**src/rtl/fifo_pkg.sv**
```systemverilog
// Shared constants and helpers for the synchronous FIFO.
package fifo_pkg;

    localparam int DEFAULT_DATA_WIDTH = 8;
    localparam int DEFAULT_DEPTH      = 16;

    // Occupancy needs one bit more than the pointers so that DEPTH itself is representable.
    function automatic int count_width(input int depth);
        return $clog2(depth) + 1;
    endfunction

endpackage

```
**src/rtl/fifo_mem.sv**
```systemverilog
// Storage array for sync_fifo: one synchronous write port, one asynchronous read port, no reset.
module fifo_mem
    import fifo_pkg::*;
#(
    parameter int DATA_WIDTH = DEFAULT_DATA_WIDTH,
    parameter int DEPTH      = DEFAULT_DEPTH
) (
    input  logic                     clk,
    input  logic                     write_en,
    input  logic [$clog2(DEPTH)-1:0] write_addr,
    input  logic [DATA_WIDTH-1:0]    write_data,
    input  logic [$clog2(DEPTH)-1:0] read_addr,
    output logic [DATA_WIDTH-1:0]    read_data
);

    logic [DATA_WIDTH-1:0] mem [DEPTH];

    always_ff @(posedge clk) begin
        if (write_en) begin
            mem[write_addr] <= write_data;
        end
    end

    assign read_data = mem[read_addr];

endmodule

```
**src/rtl/sync_fifo.sv**
```systemverilog
// Single-clock FIFO with occupancy flags, error pulses, flush, and registered-read or
// first-word-fall-through output.
module sync_fifo
    import fifo_pkg::*;
#(
    parameter int DATA_WIDTH = DEFAULT_DATA_WIDTH,
    parameter int DEPTH      = DEFAULT_DEPTH,
    parameter int FWFT       = 0,
    parameter int AF_LEVEL   = DEPTH - 2,
    parameter int AE_LEVEL   = 2
) (
    input  logic                          clk,
    input  logic                          reset,
    input  logic                          flush,
    input  logic                          write_en,
    input  logic [DATA_WIDTH-1:0]         write_data,
    input  logic                          read_en,
    output logic [DATA_WIDTH-1:0]         read_data,
    output logic                          full,
    output logic                          empty,
    output logic                          almost_full,
    output logic                          almost_empty,
    output logic [count_width(DEPTH)-1:0] count,
    output logic                          overflow,
    output logic                          underflow
);

    localparam int AW = $clog2(DEPTH);
    localparam int CW = count_width(DEPTH);

    logic [AW-1:0]         wr_ptr;
    logic [AW-1:0]         rd_ptr;
    logic [CW-1:0]         count_q;
    logic [DATA_WIDTH-1:0] data_q;
    logic [DATA_WIDTH-1:0] head;
    logic                  wr_ok;
    logic                  rd_ok;

    // Handshake: write_en acts as valid with !full as ready, read_en as ready with !empty
    // as valid; an operation is accepted only when both sides agree and no flush is pending.
    assign wr_ok = write_en && !full && !flush;
    assign rd_ok = read_en && !empty && !flush;

    fifo_mem #(
        .DATA_WIDTH(DATA_WIDTH),
        .DEPTH     (DEPTH)
    ) u_mem (
        .clk       (clk),
        .write_en  (wr_ok),
        .write_addr(wr_ptr),
        .write_data(write_data),
        .read_addr (rd_ptr),
        .read_data (head)
    );

    always_ff @(posedge clk or posedge reset) begin
        if (reset) begin
            wr_ptr    <= '0;
            rd_ptr    <= '0;
            count_q   <= '0;
            data_q    <= '0;
            overflow  <= 1'b0;
            underflow <= 1'b0;
        end else if (flush) begin
            wr_ptr    <= '0;
            rd_ptr    <= '0;
            count_q   <= '0;
            data_q    <= '0;
            overflow  <= 1'b0;
            underflow <= 1'b0;
        end else begin
            if (wr_ok) wr_ptr <= wr_ptr + AW'(1);
            if (rd_ok) rd_ptr <= rd_ptr + AW'(1);
            if (wr_ok && !rd_ok) begin
                count_q <= count_q + CW'(1);
            end else if (rd_ok && !wr_ok) begin
                count_q <= count_q - CW'(1);
            end
            if (FWFT == 0 && rd_ok) data_q <= head;
            overflow  <= write_en && full;
            underflow <= read_en && empty;
        end
    end

    assign count        = count_q;
    assign full         = (count_q == CW'(DEPTH));
    assign empty        = (count_q == '0);
    assign almost_full  = (count_q >= CW'(AF_LEVEL));
    assign almost_empty = (count_q <= CW'(AE_LEVEL));

    // In fall-through mode the head word is shown directly; zero while empty keeps the
    // output clean after reset and flush.
    assign read_data = (FWFT != 0) ? (empty ? '0 : head) : data_q;

endmodule

```
**config.mk**
```make
export PLATFORM = sky130hd
export DESIGN_NAME = sync_fifo
export DESIGN_NICKNAME = d
export VERILOG_FILES = /design/src/rtl/fifo_pkg.sv /design/src/rtl/fifo_mem.sv /design/src/rtl/sync_fifo.sv
export SDC_FILE = /design/constraint.sdc
export NUM_CORES = 1
export LEC_CHECK = 0
export CAP_MARGIN = 20
export CORE_MARGIN = 2
export CORE_UTILIZATION = 57
export CTS_CLUSTER_DIAMETER = 60
export DETAILED_ROUTE_END_ITERATION = 10
export DONT_BUFFER_PORTS = 1
export GPL_ROUTABILITY_DRIVEN = 0
export PLACE_DENSITY_LB_ADDON = 0.1
export SLEW_MARGIN = 20
export SYNTH_ARGS = -nofsm -noshare
export SYNTH_HDL_FRONTEND = slang
export SYNTH_SLANG_ARGS = --single-unit
```
**constraint.sdc**
```tcl
create_clock -name clk -period 2.9 [get_ports clk]
set_input_delay 0.87 -clock clk [delete_from_list [all_inputs] [get_ports clk]]
set_output_delay 0.87 -clock clk [all_outputs]
set_load 0.005 [all_outputs]
```
==> run metrics <==
status finished, final reports clean; fin crit period 2.59 ns; Tot GR Track Use 22.3%; mapped cell area 6150 sq um; Multi-input gate area 1640 sq um; syn_nets 355; initial antenna violation count 0; crit path launch type register; hold slack 0.114 ns; CP most frequent cell a21o_1; Port-buffer cells 0; cells along the critical path nor3_1, a21boi_1, nor2_2, nand2_1, fa_1, a21o_1, a21o_1, and3_2, o21ai_0, nor3b_1; Hold WC Path Type in2async; Max-slew headroom 57.8%; distinct cell type count after synthesis 38; r2r worst-path depth 10; DIE WIDTH 108 um; area share of the largest cell type after synthesis 62.5%; Critical-path top delay cell dfrtp_1; critical path arrival 3.02 ns; Top Ports 32; worst-case clock skew 0.00795 ns; register area share after synthesis 71.9%; Die Y 108 um; internal power 4130 uW; Top Family by Delay on Critical Path simple AND/OR/NAND/NOR gates; PostCTS Resize Cnt 0; number of setup violations in the final report 0; DR vias/cell 6.07; CTS H-tree lvls 4; Max clock buf depth 2; RSZ-0062 raised after global routing no; DRT iter0 DRCs 296; CTS root buf clkbuf_8; Inserted Clock Buffers 17; FF+latch count, synth 151; # nets final 385; cells after synthesis 332; Slew Viols, Final 0; switch share 28.0%; Commonest cells post-synth edfxtp_1, mux4_2, nor2_1; peak supply drop 0.453 mV; Critical Path Max Stage Delay 0.46 ns; largest net degree at the start of global routing 35; Seq pwr share 45.3%; Max-Cap Viols 0; critical path type reg2reg; largest area contributor in the netlist edfxtp_1; worst skew pair latency 0.52 ns; ANT nets after route 0; ratio of cells with drive above 1 in the final layout 27.2%; Tightest Pin Transition 0.632 ns; top_reg_cell synth edfxtp_1; R2R Path End count[4]; clock sinks 151; R2R setup slack 0.31 ns; Post-CTS Setup Inserts 0; Fin. Hold Viols 0; DP HPWL 7340 um; crit share post-route 89.3%; switching power 1610 uW; Comb pwr share 20.0%; Leak Pwr 0.00238 uW; top cells by area, synth edfxtp_1, mux4_2, dfrtp_1; die area 11600 sq um; Total Wirelength 11600 um; warnings from Yosys 0; EDFF count, synth 128; register area 4420 sq um; Pre-antenna DRT Iters 4; worst r2r src count[3]; Fillers 711; WL per Instance 22.7 um; CP max FO 7; Residual DRC 0; CTS clk-pin slew, worst paths 0.07 ns; Crit. End Element register; Antenna Cells 0; standard-cell rows 37; Pwr Density 819 nW/um^2; async set-or-reset flop fraction in the synthesized netlist 15.2%; first-pass GRT wire length 18200 um; hold_buf cts 0; via count 3103; total grt overflow 0; Starting Density 59.0%; Mapped Avg Cell Area 18.5 sq um; cell with the most instances after synthesis edfxtp_1; Core Footprint 10400 sq um; number of global-route vias before repair 3201; Achievable Freq 0.386 GHz; Worst EP required 3.33 ns; CTS tree done; Clock power frac 34.7%; Synth-to-Final Area Change 13.9%; Setup TNS Final 0 ns; WP buf/inv 0
[state kept, by name, indices dropped and copies added (netlist names)]
| name | cells |
|---|---|
| overflow | 1 |
| count | 5 |
| rd_ptr | 4 |
| u_mem.mem | 128 |
| read_data | 8 |
| underflow | 1 |
| wr_ptr | 4 |
[final cells by class]
class	count	area share (%)
timing repair buffer	27	3.07
sequential	151	63.1
tap	136	2.43
clock inverter	14	1.62
clock buffer	18	6.11
multi-input combinational	161	23.5
inverter	4	0.214
[worst max path at each step]
stage / start / endpoint / slack [ns] / depth (start not counted)
floorplan: flush / count[4] / 0.09 / 9
global placement: read_en / count[4] / 0.26 / 9
detailed placement: read_en / count[4] / 0.21 / 9
CTS: count[4] / count[4] / 0.30 / 10
global route: count[3] / count[4] / 0.08 / 10
finish: count[3] / count[4] / 0.31 / 10
[per-layer routing]
layer / wire, um / global-route usage [%] / share of wire [%]
met1: 4980 / 29.7 / 43
met2: 5790 / 36.6 / 50
met5: 0 / 0 / 0
met3: 713 / 5.87 / 6.1
met4: 124 / 6.87 / 1.1
[through the flow]
stage	area [sq um]	setup slack [ns]	cells	power, uW	utilization, %
final	7010	0.311	511	5740	67.3
after global routing	7010	0.0808	511	6010	67.3
after CTS	7010	0.298	511	5790	67.3
after detailed placement	6460	0.206	479	3810	62.1
after global placement	6460	0.263	479	3790	62.1
after floorplan	6150	0.0872	332	3500	-
[power by group through the flow]
stage / logic (uW) / registers, uW / clock network, uW
floorplan: 888 / 2610 / 0
global placement: 1140 / 2650 / 0
detailed placement: 1160 / 2650 / 0
CTS: 1170 / 2610 / 2010
global route: 1270 / 2620 / 2110
finish: 1150 / 2600 / 1990
[kinds of logic (layout without fill, tap and decap cells)]
family,Yosys count,after routing,share of synthesized area (%)
AO/OA/AOI/OAI,28,28,3.52
XOR/XNOR,9,9,1.40
adder cells (fa/ha/maj),10,10,2.16
buffers and inverters,20,63,1.44
flip-flops,151,151,71.9
multiplexers,50,50,14.6
AND/OR/NAND/NOR,64,64,4.96
[cell usage in the layout (no fill, tap or decap), drive strengths merged, types with 3 or more instances in the layout]
master      n
edfxtp    128
mux4       32
buf        27
nor2       27
dfrtp      23
mux2i      18
clkbuf     18
nand2      13
nor3       10
inv        10
ha          9
o21ai       8
a2bb2oi     7
a21oi       5
xor2        5
clkinvlp    5
nand2b      4
xnor2       4
clkinv      3
(Power assumes the default switching activity.)
